## config.mk

```make
export PLATFORM = sky130hd
export DESIGN_NAME = ahb_input_stage_dma_com
export DESIGN_NICKNAME = d
export VERILOG_FILES = /design/src/rtl/ahb_dma_com_pkg.sv /design/src/rtl/ahb_addr_hold_reg_dma_com.sv /design/src/rtl/ahb_input_stage_dma_com.sv
export SDC_FILE = /design/constraint.sdc
export NUM_CORES = 1
export LEC_CHECK = 0
export BUFFER_PORTS_ARGS = -buffer_cell sky130_fd_sc_hd__buf_2
export CAP_MARGIN = 15
export CORE_ASPECT_RATIO = 1.4
export CORE_MARGIN = 10
export CORE_UTILIZATION = 35
export DETAILED_ROUTE_END_ITERATION = 7
export GPL_TIMING_DRIVEN = 0
export PLACE_DENSITY_LB_ADDON = 0.2
export SLEW_MARGIN = 20
export SYNTH_ARGS = -nofsm -noshare
export SYNTH_HDL_FRONTEND = slang
export SYNTH_SLANG_ARGS = --single-unit
```

## constraint.sdc

```tcl
create_clock -name HCLK -period 4.2 [get_ports HCLK]
set_input_delay 0.42 -clock HCLK [delete_from_list [all_inputs] [get_ports HCLK]]
set_output_delay 0.42 -clock HCLK [all_outputs]
set_load 0.01 [all_outputs]
```

## src/rtl/ahb_dma_com_pkg.sv

```systemverilog
// Shared AHB encodings and address-phase control bundle for the DMA/COM bus matrix.
// Used by the input stages and by the output-stage arbiter.
package ahb_dma_com_pkg;

    typedef enum logic [1:0] {
        HTRANS_IDLE   = 2'b00,
        HTRANS_BUSY   = 2'b01,
        HTRANS_NONSEQ = 2'b10,
        HTRANS_SEQ    = 2'b11
    } htrans_e;

    typedef enum logic [2:0] {
        HBURST_SINGLE = 3'b000,
        HBURST_INCR   = 3'b001,
        HBURST_WRAP4  = 3'b010,
        HBURST_INCR4  = 3'b011,
        HBURST_WRAP8  = 3'b100,
        HBURST_INCR8  = 3'b101,
        HBURST_WRAP16 = 3'b110,
        HBURST_INCR16 = 3'b111
    } hburst_e;

    localparam logic HRESP_OKAY  = 1'b0;
    localparam logic HRESP_ERROR = 1'b1;

    // Address-phase controls that travel with the address through the hold register.
    typedef struct packed {
        htrans_e     trans;
        logic        write;
        logic [2:0]  size;
        hburst_e     burst;
        logic [3:0]  prot;
        logic        lock;
    } ahb_ctrl_t;

    // NONSEQ and SEQ carry a transfer; IDLE and BUSY never request the bus.
    function automatic logic trans_is_active(input logic [1:0] trans);
        return trans[1];
    endfunction

endpackage

```

## src/rtl/ahb_addr_hold_reg_dma_com.sv

```systemverilog
// Load-enabled address-phase register bank with asynchronous clear.
// Captures one master address phase while the target output stage is unavailable.
module ahb_addr_hold_reg_dma_com
    import ahb_dma_com_pkg::*;
#(
    parameter int unsigned ADDR_W = 32
) (
    input  logic              clk_i,
    input  logic              rst_ni,
    input  logic              load_i,
    input  logic [ADDR_W-1:0] addr_i,
    input  ahb_ctrl_t         ctrl_i,
    output logic [ADDR_W-1:0] addr_o,
    output ahb_ctrl_t         ctrl_o
);

    logic [ADDR_W-1:0] addr_q;
    ahb_ctrl_t         ctrl_q;

    // Capture the live address phase on load; cleared asynchronously on reset.
    always_ff @(posedge clk_i or negedge rst_ni) begin
        if (!rst_ni) begin
            addr_q <= '0;
            ctrl_q <= '0;
        end else if (load_i) begin
            addr_q <= addr_i;
            ctrl_q <= ctrl_i;
        end
    end

    assign addr_o = addr_q;
    assign ctrl_o = ctrl_q;

endmodule

```

## src/rtl/ahb_input_stage_dma_com.sv

```systemverilog
// Per-master input stage of the DMA/COM AHB matrix. Presents the master's address phase to
// the decoder/output stage (combinationally when granted, from a hold register otherwise),
// raises the arbiter request and stretches the master while a held transfer is pending.
// Optional feature: DMA_COM_SEQ_REMAP_EN re-issues a held SEQ beat as NONSEQ/INCR and keeps
// the rest of the broken burst on INCR until the master starts a new burst or goes idle.
module ahb_input_stage_dma_com
    import ahb_dma_com_pkg::*;
#(
    parameter int unsigned ADDR_W = 32
) (
    input  logic              HCLK,
    input  logic              HRESETn,
    input  logic              HSELS,
    input  logic [ADDR_W-1:0] HADDRS,
    input  logic [1:0]        HTRANSS,
    input  logic              HWRITES,
    input  logic [2:0]        HSIZES,
    input  logic [2:0]        HBURSTS,
    input  logic [3:0]        HPROTS,
    input  logic              HMASTLOCKS,
    input  logic              HREADYS,
    input  logic              trans_granted,
    input  logic              HREADYM,
    input  logic              HRESPM,
    output logic [ADDR_W-1:0] HADDRM,
    output logic [1:0]        HTRANSM,
    output logic              HWRITEM,
    output logic [2:0]        HSIZEM,
    output logic [2:0]        HBURSTM,
    output logic [3:0]        HPROTM,
    output logic              HMASTLOCKM,
    output logic              active_trans,
    output logic              held_tran,
    output logic              HREADYOUTS,
    output logic              HRESPS
);

    logic              held_q, held_d;
    logic              dphase_q, dphase_d;
    logic              accept, out_ready, hold_set, hold_clr, err_drop, issue_live;
    ahb_ctrl_t         live_ctrl, live_ctrl_eff, hold_ctrl, hold_ctrl_eff, pres_ctrl;
    logic [ADDR_W-1:0] hold_addr;

    // A held transfer always stalls the master, so a new accept cannot overlap a hold.
    assign accept     = HSELS & HREADYS & trans_is_active(HTRANSS) & ~held_q;
    assign out_ready  = trans_granted & HREADYM;
    // Second ERROR cycle while holding: discard the pending transfer instead of issuing it.
    assign err_drop   = held_q & dphase_q & HRESPM & HREADYM;
    assign hold_clr   = held_q & out_ready & ~err_drop;
    assign hold_set   = accept & ~out_ready;
    assign issue_live = accept & out_ready;

    // Assemble the live address-phase controls from the master inputs.
    always_comb begin
        live_ctrl       = '0;
        live_ctrl.trans = htrans_e'(HTRANSS);
        live_ctrl.write = HWRITES;
        live_ctrl.size  = HSIZES;
        live_ctrl.burst = hburst_e'(HBURSTS);
        live_ctrl.prot  = HPROTS;
        live_ctrl.lock  = HMASTLOCKS;
    end

    ahb_addr_hold_reg_dma_com #(
        .ADDR_W (ADDR_W)
    ) u_hold_reg (
        .clk_i  (HCLK),
        .rst_ni (HRESETn),
        .load_i (hold_set),
        .addr_i (HADDRS),
        .ctrl_i (live_ctrl),
        .addr_o (hold_addr),
        .ctrl_o (hold_ctrl)
    );

`ifdef DMA_COM_SEQ_REMAP_EN
    logic broken_q, broken_d;

    // Track a burst whose continuity was lost while a SEQ beat sat in the hold register.
    always_comb begin
        broken_d = broken_q;
        if (hold_clr && hold_ctrl.trans == HTRANS_SEQ) begin
            broken_d = 1'b1;
        end else if (HREADYS && !held_q &&
                     (HTRANSS == HTRANS_IDLE || HTRANSS == HTRANS_NONSEQ)) begin
            broken_d = 1'b0;
        end
    end

    // Broken-burst flag register.
    always_ff @(posedge HCLK or negedge HRESETn) begin
        if (!HRESETn) begin
            broken_q <= 1'b0;
        end else begin
            broken_q <= broken_d;
        end
    end

    // Re-issue a held SEQ as the start of an undefined-length burst; later beats stay INCR.
    always_comb begin
        hold_ctrl_eff = hold_ctrl;
        live_ctrl_eff = live_ctrl;
        if (hold_ctrl.trans == HTRANS_SEQ) begin
            hold_ctrl_eff.trans = HTRANS_NONSEQ;
            hold_ctrl_eff.burst = HBURST_INCR;
        end
        if (broken_q && live_ctrl.trans == HTRANS_SEQ) begin
            live_ctrl_eff.burst = HBURST_INCR;
        end
    end
`else
    // Held transfers are re-issued exactly as the master presented them.
    always_comb begin
        hold_ctrl_eff = hold_ctrl;
        live_ctrl_eff = live_ctrl;
    end
`endif

    // Output mux: registered transfer while holding, otherwise the live master phase.
    always_comb begin
        pres_ctrl = held_q ? hold_ctrl_eff : live_ctrl_eff;
        HADDRM    = held_q ? hold_addr : HADDRS;
    end

    assign HTRANSM    = err_drop ? HTRANS_IDLE : pres_ctrl.trans;
    assign HWRITEM    = pres_ctrl.write;
    assign HSIZEM     = pres_ctrl.size;
    assign HBURSTM    = pres_ctrl.burst;
    assign HPROTM     = pres_ctrl.prot;
    assign HMASTLOCKM = pres_ctrl.lock;

    assign active_trans = held_q | (HSELS & trans_is_active(HTRANSS));
    assign held_tran    = held_q;
    assign HREADYOUTS   = held_q ? 1'b0 : (dphase_q ? HREADYM : 1'b1);
    assign HRESPS       = dphase_q ? HRESPM : HRESP_OKAY;

    // Next-state for the hold flag and the data-phase flag.
    always_comb begin
        held_d = held_q;
        if (hold_clr || err_drop) begin
            held_d = 1'b0;
        end else if (hold_set) begin
            held_d = 1'b1;
        end

        dphase_d = dphase_q;
        if (issue_live || hold_clr) begin
            dphase_d = 1'b1;
        end else if (HREADYM) begin
            dphase_d = 1'b0;
        end
    end

    // Hold and data-phase state registers.
    always_ff @(posedge HCLK or negedge HRESETn) begin
        if (!HRESETn) begin
            held_q   <= 1'b0;
            dphase_q <= 1'b0;
        end else begin
            held_q   <= held_d;
            dphase_q <= dphase_d;
        end
    end

endmodule

```

# After elaboration in Yosys (flattened, before gate mapping)

Cells that the tools add are included.

Word-level logic and storage cells: 39
Output and inout bits: 50
Register bits: 48
Input port bits: 53

Bitwise operators: 16
Reductions and logical operators: 4
Muxes and demuxes: 10

Operators by type and width:

| cell               | count |
|---|---|
| 32-bit 2-to-1 mux  | 1 |
| 14-bit 2-to-1 mux  | 1 |
| 1-bit AND          | 12 |
| 1-bit 2-to-1 mux   | 7 |
| 2-bit nonzero test | 2 |
| 1-bit inverter     | 3 |
| 1-bit logical OR   | 2 |
| 2-bit 2-to-1 mux   | 1 |
| 1-bit bitwise OR   | 1 |

# Longest topological paths before layout

Depth after elaboration: 7
Depth in mapped cells: 5

# Cells and area by module

Synthesis repeated with hierarchy kept, for this count alone.

Cell total of the unflattened synthesis: 170
Area total of the unflattened synthesis: 2856.5 µm²

Modules (own cells, without submodules):

| module                    | cells each | times used | area an instance (µm²) | sequential area each (µm²) |
|---|---|---|---|---|
| ahb_addr_hold_reg_dma_com | 97         | 1          | 1910.6                 | 1151.1 |
| ahb_input_stage_dma_com   | 73         | 1          | 945.9                  | 50.0 |

# Worst setup path after synthesis

No wires, ideal clock.

Kind: register to output
Start: register held_q, in the netlist held_tran
End: output HADDRM[20]
Arrival: 1.298 ns
Cell stages (with the launch flop): 4
Data required time: 3.780 ns
Path buffers: 2
Setup slack: 2.482 ns
Cells stage by stage: dfrtp_1 -> buf_2 -> clkbuf_1 -> mux2_2

Word-level cells in the longest chain between the ends: 1

Ends and longest elaborated chain:

| item                   | RTL line                       | text |
|---|---|---|
| from (decl)            | ahb_input_stage_dma_com.sv:38  | `logic held_q, held_d;` |
| from (signal assigned) | ahb_input_stage_dma_com.sv:160 | `held_q <= held_d;` |
| 32-bit 2-to-1 mux      | ahb_input_stage_dma_com.sv:122 | `HADDRM = held_q ? hold_addr : HADDRS;` |
| to (decl)              | ahb_input_stage_dma_com.sv:25  | `output logic [ADDR_W-1:0] HADDRM,` |

Every way passes these cells.

# Worst setup path in the final report

Ends and elaborated chain as after synthesis.

==> impl_metrics.ini <==
[final_layout]
syn_to_final_growth_pct = 29.3
final_layout_size_suffix_gt1_share_pct = 75.5
antennaDiodeCount = 0
final_nets = 329
fin_area_sq_mm = 0.00328
fill_cells = 666

[drt]
wl_met3_um = 474
drt-pass1-iter-count = 3
route.vias.total = 1718
wl_per_cell_um = 16.2
routed_wl_um = 6020
wl_met1_um = 2670
highest_layer = met4
drc_errors = 0
wl_met2_um = 2810
first_iter_violations = 17
ant_nets = 0
viasPerCell = 4.62

[sta]
hold_violations = 0
fmax_ghz = 0.446
period_share_pct = 53.4
setup_tns_ns = 0
slew_violations = 0
rsz0062_at_grt = false
fin_crit_ns = 2.24
fin_worst_skew_ns = 0.00961
worst_slew_pin_slew_ns = 0.608
max_slew_margin_pct = 59.5
setup_violations = 0

[floorplanning]
num_io_pins = 103
die_w_um = 92.0
rows = 36
core_sq_mm = 0.00703
start_util_pct = 36.1
fp.dieH_um = 121
die_area_sq_mm = 0.0111

[grt]
grt_pass1_wl_um = 9830
antenna_found_initial = 0
grt_overflow_total = 0
grtUsageTotal_pct = 10.8
grt_start_max_net_pins = 49
grt_pass1_vias = 1910

[synth]
syn_area_sq_mm = 0.00254
synth_cell_types = 17
syn-num-nets = 220
yosys-top-cells-count = mux2_2, dfrtp_1, mux2_4
synthCells = 167
ys_ff_latch = 48
synth.most_common_cell = mux2_2
yosys_warnings = 0
synth_area_leaders = dfrtp_1, mux2_4, mux2_2
ys_seq_area_share_pct = 47.3
synth_area_per_cell_sq_um = 15.2
synth_top_area_share_pct = 47.3
synthFlopType = dfrtp_1
synthArstFlopShare_pct = 100
synth_top_area_cell = dfrtp_1
synth_edf_count = 0

[outcome]
status = finished, final reports clean

[clock_tree]
cts_tree = built
cts_hold_buf = 0
ctsResizeCount = 0
cts_htree_levels = 2
clockRootBuffer = clkbuf_8
path_clk_slew_ns = 0.09
cts_setup_buffers = 0
clk_latency_ns = 0.30
cts_buffer_depth = 2
numCtsBuffers = 5
numClockSinks = 48

[critical_path]
path_class = flop to output pin
cp.required_ns = 3.78
cp_slowest_cell = clkbuf_1
cp_common_cell = buf_2
cp_max_fo = 10
path_buf_inv = 3
crit_start = held_tran$_DFFE_PN0P_
reg2reg_from = held_tran$_DFFE_PN0P_
cpPeakStageDelay_ns = 0.42
worstPathArrival_ns = 1.82
critPathLaunchType = flop
worstSetupEndpointType = output pin
crit_chain = buf_2 > clkbuf_1 > mux2_2 > buf_2
cp_top_family = buffers and inverters

[place]
dp_hpwl_um = 4590
port_buffers = 102
gp_congestion = 0.716
placed_area_sq_mm = 0.00317

[pwr]
pwr-share-comb_pct = 32.4
p_seq_share_pct = 44.8
fin_total_pwr_uw = 1450
swShare_pct = 27.1
leakage_uw = 0.00170
clkPwrFrac_pct = 22.8
switching_power_uw = 391
power.density_mw_per_mm2 = 440
ir_drop_v = 0.000187
internal_power_uw = 1050

[worst_hold_path]
hp-class = input pin to async pin

[run]
cap_violations = 0
state kept, by name (all words and copies together) (netlist names):
| name | flops |
|---|---|
| u_hold_reg.ctrl_o | 14 |
| dphase_q | 1 |
| held_tran | 1 |
| u_hold_reg.addr_o | 32 |
per-layer routing:
metal	track usage, %	up-vias
li1	-	815
met1	13.0	829
met2	17.3	69
met3	4.15	5
met4	3.19	0
met5	0	-
placed cells by master, fill, tap and decap left out, drive strengths merged, types with 2 or more instances in the layout:
cell / count
mux2: 89
nand3: 3
nand2: 3
buf: 110
o21ai: 2
a21oi: 3
clkbuf: 7
dfrtp: 48
inv: 4
worst register-to-register path, cell delays in order (launching register included):
cell	delay, ns
dfrtp_1	0.35
buf_2	0.23
and4b_2	0.30
nand2_4	0.16
buf_6	0.22
mux2_4	0.32
area by class of cell:
class | count | area (sq um) | area share, %
clock buffers | 5 | 68.8 | 2.10
well taps | 95 | 119 | 3.62
plain buffers | 10 | 72.6 | 2.21
flip-flops and latches | 48 | 1200 | 36.6
inverters | 4 | 15.0 | 0.457
multi-input cells | 105 | 1250 | 38.1
clock inverters | 3 | 42.5 | 1.30
repair buffers | 102 | 513 | 15.6
path summary, 6_finish.rpt:
kind                                                      to  slack, ns  cells past startpoint
setup / recovery                                  HADDRM[20]       1.96                      4
hold / removal              u_hold_reg.addr_o[1]$_DFFE_PN0P_       0.13                      1
setup reg to reg            u_hold_reg.ctrl_o[7]$_DFFE_PN0P_       2.52                      5
hold reg to reg            u_hold_reg.ctrl_o[13]$_DFFE_PN0P_       0.50                      1
max in group asynchronous              held_tran$_DFFE_PN0P_       3.66                      1
min in group HCLK          u_hold_reg.addr_o[24]$_DFFE_PN0P_       0.35                      2
per-stage QoR:
stage               setup WS, ns  hold WS, ns  utilization (%)  std cells
global placement            2.25        0.455             45.1        364
detailed placement          2.22        0.468             45.1        364
global route                1.78        0.173             46.7        372
finish                      1.96        0.129             46.7        372
floorplan                   2.48        0.124                -        167
CTS                         1.88        0.341             46.7        372
kinds of logic (layout without fill, tap and decap cells):
logic type	count (synthesis)	count (layout)	share of synthesized area, %
buf+inv	14	124	3.45
simple gates	8	8	2.02
flops	48	48	47.3
mux	89	89	45.2
compound gates	8	8	1.97
power by group through the flow:
stage | Sequential [uW] | Combinational [uW] | Clock [uW]
floorplan | 634 | 338 | 0
global placement | 647 | 472 | 0
detailed placement | 650 | 479 | 0
CTS | 647 | 480 | 346
global route | 662 | 511 | 367
finish | 647 | 468 | 330
No activity file was read; power rests on OpenSTA's default activity.
